`config.mk`:
```
export PLATFORM = sky130hd
export DESIGN_NAME = example_prod_accum
export DESIGN_NICKNAME = d
export VERILOG_FILES = /design/src/rtl/example_prod_accum.sv
export SDC_FILE = /design/constraint.sdc
export NUM_CORES = 1
export LEC_CHECK = 0
export CAP_MARGIN = 20
export CORE_MARGIN = 2
export CORE_UTILIZATION = 25
export DETAILED_ROUTE_END_ITERATION = 10
export GPL_ROUTABILITY_DRIVEN = 0
export MAX_ROUTING_LAYER = met4
export SYNTH_ARGS = -nofsm -noshare
export SYNTH_HDL_FRONTEND = slang
export SYNTH_SLANG_ARGS = --single-unit
```
`constraint.sdc`:
```
create_clock -name ap_clk -period 4.1 [get_ports ap_clk]
set_clock_uncertainty 0.1 [all_clocks]
set_input_delay 0.615 -clock ap_clk [delete_from_list [all_inputs] [get_ports ap_clk]]
set_output_delay 0.615 -clock ap_clk [all_outputs]
set_load 0.01 [all_outputs]
```
`src/rtl/example_prod_accum.sv`:
```
// example_prod_accum: sums N_TERMS signed products per output vector, then
// applies an arithmetic right shift and saturates to a signed OUT_WIDTH result.
//
// Handshake semantics (both ports): a transfer happens on a rising ap_clk edge
// where valid && ready are both high. A source holds data stable while valid is
// high and ready is low. prod_ready is a combinational function of out_valid
// and out_ready only, never of prod_valid, so no combinational loop can form
// through this block.
module example_prod_accum #(
    parameter int N_TERMS    = 4,
    parameter int PROD_WIDTH = 20,
    parameter int ACC_WIDTH  = 27,
    parameter int OUT_WIDTH  = 16,
    parameter int SHIFT      = 0
) (
    input  logic                         ap_clk,
    input  logic                         ap_rst,
    input  logic signed [PROD_WIDTH-1:0] prod_data,
    input  logic                         prod_valid,
    output logic                         prod_ready,
    output logic signed [OUT_WIDTH-1:0]  out_data,
    output logic                         out_sat,
    output logic                         out_valid,
    input  logic                         out_ready,
    output logic                         dbg_state_o,
    output logic [6:0]                   dbg_cnt_o
);

    // Counter needs at least one bit even when every product is a full vector.
    localparam int CNT_W = (N_TERMS > 1) ? $clog2(N_TERMS) : 1;
    localparam logic [CNT_W-1:0] LAST_CNT = CNT_W'(N_TERMS - 1);

    // Saturation bounds expressed at accumulator width so the compare is exact.
    localparam logic signed [ACC_WIDTH-1:0] SAT_MAX =
        {{(ACC_WIDTH-OUT_WIDTH+1){1'b0}}, {(OUT_WIDTH-1){1'b1}}};
    localparam logic signed [ACC_WIDTH-1:0] SAT_MIN =
        {{(ACC_WIDTH-OUT_WIDTH+1){1'b1}}, {(OUT_WIDTH-1){1'b0}}};
    localparam logic signed [OUT_WIDTH-1:0] OUT_MAX = {1'b0, {(OUT_WIDTH-1){1'b1}}};
    localparam logic signed [OUT_WIDTH-1:0] OUT_MIN = {1'b1, {(OUT_WIDTH-1){1'b0}}};

    // ACC: collecting terms, no result pending. FULL: result held on out_*.
    typedef enum logic {
        ST_ACC  = 1'b0,
        ST_FULL = 1'b1
    } state_t;

    state_t                       state_q;
    logic [CNT_W-1:0]             cnt_q;
    logic [CNT_W-1:0]             cnt_d;
    logic signed [ACC_WIDTH-1:0]  acc_q;
    logic signed [ACC_WIDTH-1:0]  acc_d;
    logic signed [OUT_WIDTH-1:0]  out_data_q;
    logic signed [OUT_WIDTH-1:0]  out_data_d;
    logic                         out_sat_q;
    logic                         out_sat_d;
    logic                         out_valid_q;

    logic                         prod_hs;
    logic                         out_hs;
    logic                         last_term;
    logic signed [ACC_WIDTH-1:0]  prod_ext;
    logic signed [ACC_WIDTH-1:0]  acc_base;
    logic signed [ACC_WIDTH-1:0]  shifted;

    // Input is accepted whenever the output slot is empty or being drained now.
    assign prod_ready = !out_valid_q || out_ready;
    assign prod_hs    = prod_valid && prod_ready;
    assign out_hs     = out_valid_q && out_ready;
    assign last_term  = (cnt_q == LAST_CNT);

    // Next accumulator/counter values and the shifted, saturated candidate result.
    always_comb begin
        prod_ext   = ACC_WIDTH'(prod_data);
        acc_base   = (cnt_q == '0) ? '0 : acc_q;
        acc_d      = acc_base + prod_ext;
        cnt_d      = last_term ? '0 : cnt_q + CNT_W'(1);
        shifted    = acc_d >>> SHIFT;
        out_data_d = shifted[OUT_WIDTH-1:0];
        out_sat_d  = 1'b0;
        if (shifted > SAT_MAX) begin
            out_data_d = OUT_MAX;
            out_sat_d  = 1'b1;
        end else if (shifted < SAT_MIN) begin
            out_data_d = OUT_MIN;
            out_sat_d  = 1'b1;
        end
    end

    // Control FSM plus datapath registers; a new final term may replace a
    // result in the same cycle it is being handed downstream.
    always_ff @(posedge ap_clk or posedge ap_rst) begin
        if (ap_rst) begin
            state_q     <= ST_ACC;
            cnt_q       <= '0;
            acc_q       <= '0;
            out_data_q  <= '0;
            out_sat_q   <= 1'b0;
            out_valid_q <= 1'b0;
        end else begin
            if (prod_hs) begin
                cnt_q <= cnt_d;
                acc_q <= acc_d;
            end
            case (state_q)
                ST_ACC: begin
                    if (prod_hs && last_term) begin
                        state_q     <= ST_FULL;
                        out_valid_q <= 1'b1;
                        out_data_q  <= out_data_d;
                        out_sat_q   <= out_sat_d;
                    end
                end
                ST_FULL: begin
                    if (prod_hs && last_term) begin
                        state_q     <= ST_FULL;
                        out_valid_q <= 1'b1;
                        out_data_q  <= out_data_d;
                        out_sat_q   <= out_sat_d;
                    end else if (out_hs) begin
                        state_q     <= ST_ACC;
                        out_valid_q <= 1'b0;
                    end
                end
                default: begin
                    state_q     <= ST_ACC;
                    out_valid_q <= 1'b0;
                end
            endcase
        end
    end

    assign out_data    = out_data_q;
    assign out_sat     = out_sat_q;
    assign out_valid   = out_valid_q;
    assign dbg_state_o = state_q;
    assign dbg_cnt_o   = 7'(cnt_q);

endmodule

```
==> flow_metrics.env, run 1 <==
export IMPL_worst_endpoint_arrival_ps=3950
export IMPL_drt_total_wl_um=10920
export IMPL_final_instance_count_excl_fill=712
export IMPL_drt_antenna_violating_nets=0
export IMPL_total_leakage_power_nw=2.106
export IMPL_timing_rr_end="out_data[7]"
export IMPL_cts_tree="yes"
export IMPL_timing_critical_path_to_type="flop"
export IMPL_worstSetupStartpointType="flop"
export IMPL_layout_min_cycle_time_ps=3865
export IMPL_htree_levels=2
export IMPL_multi_input_comb_area_um2=2521
export IMPL_finalCoreUtilization_pct=32.75
export IMPL_yosys_area_share_adder_pct=9.632
export IMPL_number_of_global_route_vias_before_repair=3597
export IMPL_netlist_area_um2=3845
export IMPL_synth_top_flop_cell="dfrtp_1"
export IMPL_critical_path_class="reg -> reg"
export IMPL_routedWlPerCell_um=15.33
export IMPL_die_width_um=128.0
export IMPL_placed_cell_area_um2=4716
export IMPL_clkPwrFrac_pct=10.5
export IMPL_critPathMaxFanout=10
export IMPL_area_sequential_um2=1201
export IMPL_min_to="acc_q[13]"
export IMPL_area_growth_syn_to_layout_pct=28.54
export IMPL_clock_sink_count=48
export IMPL_unique_masters_post_synth=63
export IMPL_min_path_type="reg -> reg"
export IMPL_clockRootBuffer="clkbuf_16"
export IMPL_postCtsResizedCells=2
export IMPL_dr_first_iter_drc_count=230
export IMPL_power_share_combinational_pct=71.9
export IMPL_via_count_of_the_routed_design=3596
export IMPL_post_synth_xor_area_fraction_pct=4.100
export IMPL_final_fill_count=1566
export IMPL_power_share_switching_pct=46.14
export IMPL_start_util_pct=25.48
export IMPL_placed_cells_incl_taps=703
export IMPL_cp_slowest_stage_delay_ps=400
export IMPL_ys_warn_count=0
export IMPL_seq_area_frac_synth_pct=31.24
export IMPL_port_buffers=45
export IMPL_placementRows=45
export IMPL_core_area_um2=15090
export IMPL_finalHoldViolations=0
export IMPL_clock_path_buffers=2
export IMPL_drive_above_1_share_pct=15.27
export IMPL_synth_edf_count=0
export IMPL_rsz0062_at_grt="false"
export IMPL_max_slew_margin_rel_pct=63.98
export IMPL_die_height_um=128.0
export IMPL_gr_usage_all_layers_pct=14.08
export IMPL_cts_hold_buffers=0
export IMPL_timing_hold_worst_start="acc_q[13]"
export IMPL_critical_path_slowest_cell="fa_1"
export IMPL_layout_cells_most_common="nand2_1"
export IMPL_worst_hold_path_num_cells=2
export IMPL_syn_avg_cell_area_um2=8.488
export IMPL_grt_max_degree=51
export IMPL_hpwl_um=8557
export IMPL_reg2reg_path_depth=15
export IMPL_max_clock_freq_ghz=0.2588
export IMPL_post_synth_and_or_nand_nor_area_fraction_pct=22.81
export IMPL_post_route_drc_count=0
export IMPL_grt_pass1_wl_um=18030
export IMPL_p_sw_w=0.002164
export IMPL_num_antenna_cells=0
export IMPL_finalCritPeriodShare_pct=94.26
export IMPL_setup_reg_to_reg_worst_slack_ps=240
export IMPL_clk_pin_slew_worst_paths_ps=70
export IMPL_synth_compound_gate_area_share_pct=24.73
export IMPL_critPathRequiredTime_ps=4180
export IMPL_io_pin_count=51
export IMPL_status="complete, no violations"
export IMPL_worst_vdd_ir_mv=0.2980
export IMPL_worstMarginPinSlew_ps=540.4
export IMPL_finalInstanceArea_um2=4942
export IMPL_final_max_slew_viol_count=0
export IMPL_finalSetupViolations=0
export IMPL_synth_seq_cells=48
export IMPL_synthMuxAreaShare_pct=2.896
export IMPL_synth_async_sr_flop_share_pct=100.0
export IMPL_path_buf_inv=2
export IMPL_drt_pass1_iterations=5
export IMPL_p_int_w=0.002527
export IMPL_regToRegStartpoint="cnt_q[0]"
export IMPL_drv_cap=0
export IMPL_cts_made_buffers=5
export IMPL_totalPowerFinal_w=0.004691
export IMPL_power_density_nw_per_um2=949.1
export IMPL_final_nets=576
export IMPL_post_drt_via_cell_ratio=5.051
export IMPL_overall_die_area_um2=16390
export IMPL_globalRoute_totalOverflow=0
export IMPL_list_of_cells_traversed_by_the_critical_path="inv_1, ha_4, nor2b_1, ha_1, fa_1, a21o_1, a221oi_4, o21ai_4, buf_4, a211o_2, a31oi_1, a21oi_1, or2b_2, or2_2, o2bb2ai_1"
export IMPL_seq_power_share_pct=17.6
export IMPL_critical_path_top_delay_family="compound AO/OA/AOI/OAI gates"
export IMPL_postCtsSetupBuffers=0
export IMPL_mostFrequentLayoutCells="nand2_1, dfrtp_1, clkdlybuf4s50_1"
export IMPL_post_synth_inst_count=453
export IMPL_clkLatencyLatePin_ps=300
export IMPL_synth_top_family_by_area="compound AO/OA/AOI/OAI gates"
export IMPL_grt_antenna_before_repair=0
per-stage QoR:
stage	setup TNS [ps]	hold WS (ps)	setup slack (ps)
final	0	374.7	235.4
after global routing	0	398.4	5.825
after CTS	0	381.2	30.77
after detailed placement	-3500	364.9	-240.5
after global placement	-2579	357.1	-179.6
after floorplan	0	342.2	9.786
cells in the mapped netlist, types with 4 or more instances:
cell / instances / share of area, %
a211oi_1: 5 / 0.98
buf_2: 5 / 0.65
clkbuf_1: 12 / 1.2
nand3_1: 8 / 1.0
nand2_1: 50 / 4.9
inv_1: 10 / 0.98
o211ai_1: 6 / 1.2
nor2b_1: 29 / 4.7
nand4_1: 7 / 1.1
ha_1: 28 / 9.1
a21oi_1: 45 / 5.9
dfrtp_1: 48 / 31
nor2_1: 39 / 3.8
mux2_2: 9 / 2.6
o21bai_1: 11 / 2.1
a21o_1: 7 / 1.4
xnor2_1: 9 / 2.1
buf_4: 6 / 1.2
o21a_1: 5 / 0.98
o21ai_0: 36 / 4.7
xor2_1: 9 / 2.1
nand2b_1: 4 / 0.65
and4_1: 4 / 0.91
worst reg2reg max path, stage by stage (launching register included):
cell and delay [ps]:
dfrtp_1 380, inv_1 100, ha_4 230, nor2b_1 70, ha_1 210, fa_1 400, a21o_1 220, a221oi_4 330
o21ai_4 130, buf_4 170, a211o_2 290, a31oi_1 230, a21oi_1 110, or2b_2 310, or2_2 340, o2bb2ai_1 150
worst max-delay path by stage:
stage / start / to / slack, ps / depth (start not counted)
2_1_floorplan: cnt_q[0] / out_data[0] / 10 / 16
3_3_place_gp: prod_data[0] / out_sat / -180 / 14
3_5_place_dp: prod_data[0] / out_data[8] / -240 / 14
4_1_cts: cnt_q[0] / out_data[7] / 30 / 16
5_1_grt: cnt_q[0] / out_sat / 6 / 17
6_report: cnt_q[0] / out_data[7] / 240 / 15
flip-flops by register name, summed over array words and instances (netlist names):
signal       count
acc_q           27
out_data        16
cnt_q            2
dbg_state_o      1
out_sat          1
out_valid        1
metal layers:
metal	global-route usage [%]	routed length, um	vias up
met3	1.669	425	10
met2	21.93	4907	111
met4	3.297	118	0
met1	19.63	5465	1716
met5	-	0	-
li1	-	-	1759
kinds of logic after synthesis:
logic type	Yosys count
DFF	48
buffers and inverters	36
other	1
muxes	10
adders and majority gates	29
AOI/OAI and AO/OA	144
xor gates and xnor gates	18
and+or+nand+nor	167
power by group through the flow:
| stage | Sequential (W) | Clock (W) | Combinational [W] |
|---|---|---|---|
| final | 0.000827 | 0.000492 | 0.00337 |
| after global routing | 0.000855 | 0.000526 | 0.00371 |
| after CTS | 0.000827 | 0.000502 | 0.00331 |
| after detailed placement | 0.000833 | 0 | 0.00327 |
| after global placement | 0.000828 | 0 | 0.00324 |
| after floorplan | 0.000852 | 0 | 0.00208 |
cell type report:
cell class	instances	area share, %
clock buffers	5	2.532
clock inverters	3	0.9367
inverters	10	0.7595
multi-input cells	373	51.01
flip-flops and latches	48	24.30
well taps	188	4.760
repair buffers	85	15.70
(Power assumes the default switching activity.)
==> inputs of run 2 (changes only) <==
- TNS_END_PERCENT: unset -> 100
==> results of run 2 <==
Final layout, timing and power as in run 1 (identical DEF).
==> inputs of run 3 (changes only) <==
- CORE_UTILIZATION: 25 -> 45
- PLACE_DENSITY: unset -> 0.7
- SETUP_SLACK_MARGIN: unset -> 0.4
==> flow_metrics.env, run 3 (synthesis results as in run 1) <==
export IMPL_critPathMaxFanout=8
export IMPL_final_nets=605
export IMPL_gr_usage_all_layers_pct=25.11
export IMPL_number_of_global_route_vias_before_repair=3634
export IMPL_cts_made_buffers=5
export IMPL_clk_pin_slew_worst_paths_ps=120
export IMPL_port_buffers=45
export IMPL_worst_vdd_ir_mv=0.4065
export IMPL_post_route_drc_count=0
export IMPL_place_ws_ps=-47.80
export IMPL_clock_path_buffers=2
export IMPL_clock_sink_count=48
export IMPL_list_of_cells_traversed_by_the_critical_path="inv_2, ha_4, buf_12, buf_12, nor2b_1, ha_1, nand4_1, buf_4, o21ai_4, buf_6, a2111oi_4, buf_4, or3b_4, nand2_2, nand4_1, o31ai_4, clkbuf_16, a21oi_1"
export IMPL_p_int_w=0.002840
export IMPL_grt_max_degree=49
export IMPL_dr_first_iter_drc_count=322
export IMPL_die_width_um=96.44
export IMPL_critPathRequiredTime_ps=4200
export IMPL_critical_path_class="reg -> reg"
export IMPL_post_drt_via_cell_ratio=5.868
export IMPL_grt_pass1_wl_um=17500
export IMPL_finalHoldViolations=0
export IMPL_tns_ps=0
export IMPL_drv_cap=0
export IMPL_drt_pass1_iterations=7
export IMPL_timing_rr_end="out_data[2]"
export IMPL_via_count_of_the_routed_design=3861
export IMPL_globalRoute_totalOverflow=0
export IMPL_num_antenna_cells=0
export IMPL_drt_total_wl_um=11660
export IMPL_finalCritPeriodShare_pct=94.28
export IMPL_area_growth_syn_to_layout_pct=38.04
export IMPL_mostFrequentLayoutCells="buf_4, dfrtp_1, nand2_1, clkdlybuf4s50_1"
export IMPL_power_share_combinational_pct=77.2
export IMPL_layout_cells_most_common="buf_4"
export IMPL_largest_register_ffs=27
export IMPL_clkLatencyLatePin_ps=320
export IMPL_cp_slowest_stage_delay_ps=420
export IMPL_die_height_um=96.44
export IMPL_clkPwrFrac_pct=7.2
export IMPL_finalWorstSetupSlack_ps=234.6
export IMPL_seq_power_share_pct=15.6
export IMPL_min_path_type="in -> async"
export IMPL_drive_above_1_share_pct=27.85
export IMPL_setup_reg_to_reg_worst_slack_ps=230
export IMPL_core_area_um2=8258
export IMPL_hpwl_um=7942
export IMPL_timing_critical_path_to_type="flop"
export IMPL_totalPowerFinal_w=0.005333
export IMPL_total_leakage_power_nw=2.269
export IMPL_critical_path_slowest_cell="dfrtp_2"
export IMPL_finalInstanceArea_um2=5308
export IMPL_final_instance_count_excl_fill=658
export IMPL_status="complete, no violations"
export IMPL_overall_die_area_um2=9300
export IMPL_finalSetupViolations=0
export IMPL_placed_cells_incl_taps=612
export IMPL_start_util_pct=46.56
export IMPL_placed_cell_area_um2=4568
export IMPL_top_register="acc_q"
export IMPL_htree_levels=2
export IMPL_cts_tree="yes"
export IMPL_worstSetupStartpointType="flop"
export IMPL_layout_min_cycle_time_ps=3865
export IMPL_drt_antenna_violating_nets=0
export IMPL_regToRegStartpoint="cnt_q[0]"
export IMPL_clockRootBuffer="clkbuf_8"
export IMPL_placementRows=33
export IMPL_final_max_slew_viol_count=0
export IMPL_power_density_nw_per_um2=1005
export IMPL_p_sw_w=0.002493
export IMPL_reg2reg_path_depth=18
export IMPL_power_share_switching_pct=46.75
export IMPL_rsz0062_at_grt="true"
export IMPL_max_clock_freq_ghz=0.2587
export IMPL_routedWlPerCell_um=17.71
export IMPL_io_pin_count=51
export IMPL_grt_antenna_before_repair=0
export IMPL_worst_endpoint_arrival_ps=3970
[run 3: how the worst max path moves through the flow]
stage / startpoint / end / slack, ps / cells past startpoint
final: cnt_q[0] / out_data[2] / 230 / 18
after CTS: cnt_q[0] / out_data[0] / 320 / 15
after global placement: prod_data[10] / out_data[9] / 70 / 11
after detailed placement: prod_data[0] / out_data[0] / -50 / 13
after global routing: cnt_q[0] / out_data[8] / 140 / 17
after floorplan: cnt_q[1] / out_data[0] / 420 / 16
[run 3: final cells by class]
class                      count  area (um^2)
clock buffer                   5        68.82
clock inverter                 3        50.05
fill                         700         2950
inverter                      10        37.54
multi-input combinational    373         2759
sequential                    48         1202
tap                          105        131.4
timing repair buffer         114         1059
[run 3: power groups by stage]
stage	logic (W)	registers, W	clock network, W
final	0.00412	0.000830	0.000386
after global routing	0.00442	0.000859	0.000406
after detailed placement	0.00322	0.000837	0
after global placement	0.00317	0.000834	0
after floorplan	0.00211	0.000854	0
after CTS	0.00355	0.000828	0.000384
[run 3: critical path: cells and delay by family, from the launching register on]
kind                       cells  cell delay (ps)
AOI/OAI and AO/OA              4              750
adders and majority gates      2              570
buffers and inverters          7             1020
DFF                            1              420
and+or+nand+nor                5              870
[run 3: what timing repair did]
item,CTS,global route
gates cloned,0,1
buffers inserted,15,21
endpoints found under the hold margin,0,0
hold buffers,0,0
setup endpoints to repair,16,16
pin swaps,31,36
gates resized for setup,27,43
[run 3: layer usage]
metal | GRT usage (%) | vias to the layer above | wire (um)
met4 | 7.864 | 0 | 433
met2 | 38.77 | 181 | 5231
li1 | - | 1815 | -
met5 | - | - | 0
met3 | 3.026 | 42 | 728
met1 | 34.69 | 1823 | 5263
[run 3: metrics by stage]
step           util [%]  hold WS, ps
2_1_floorplan         -        342.2
3_3_place_gp      55.32        354.4
3_5_place_dp      55.32        362.7
4_1_cts           59.62        385.9
5_1_grt           64.27        412.2
6_report          64.27        376.0
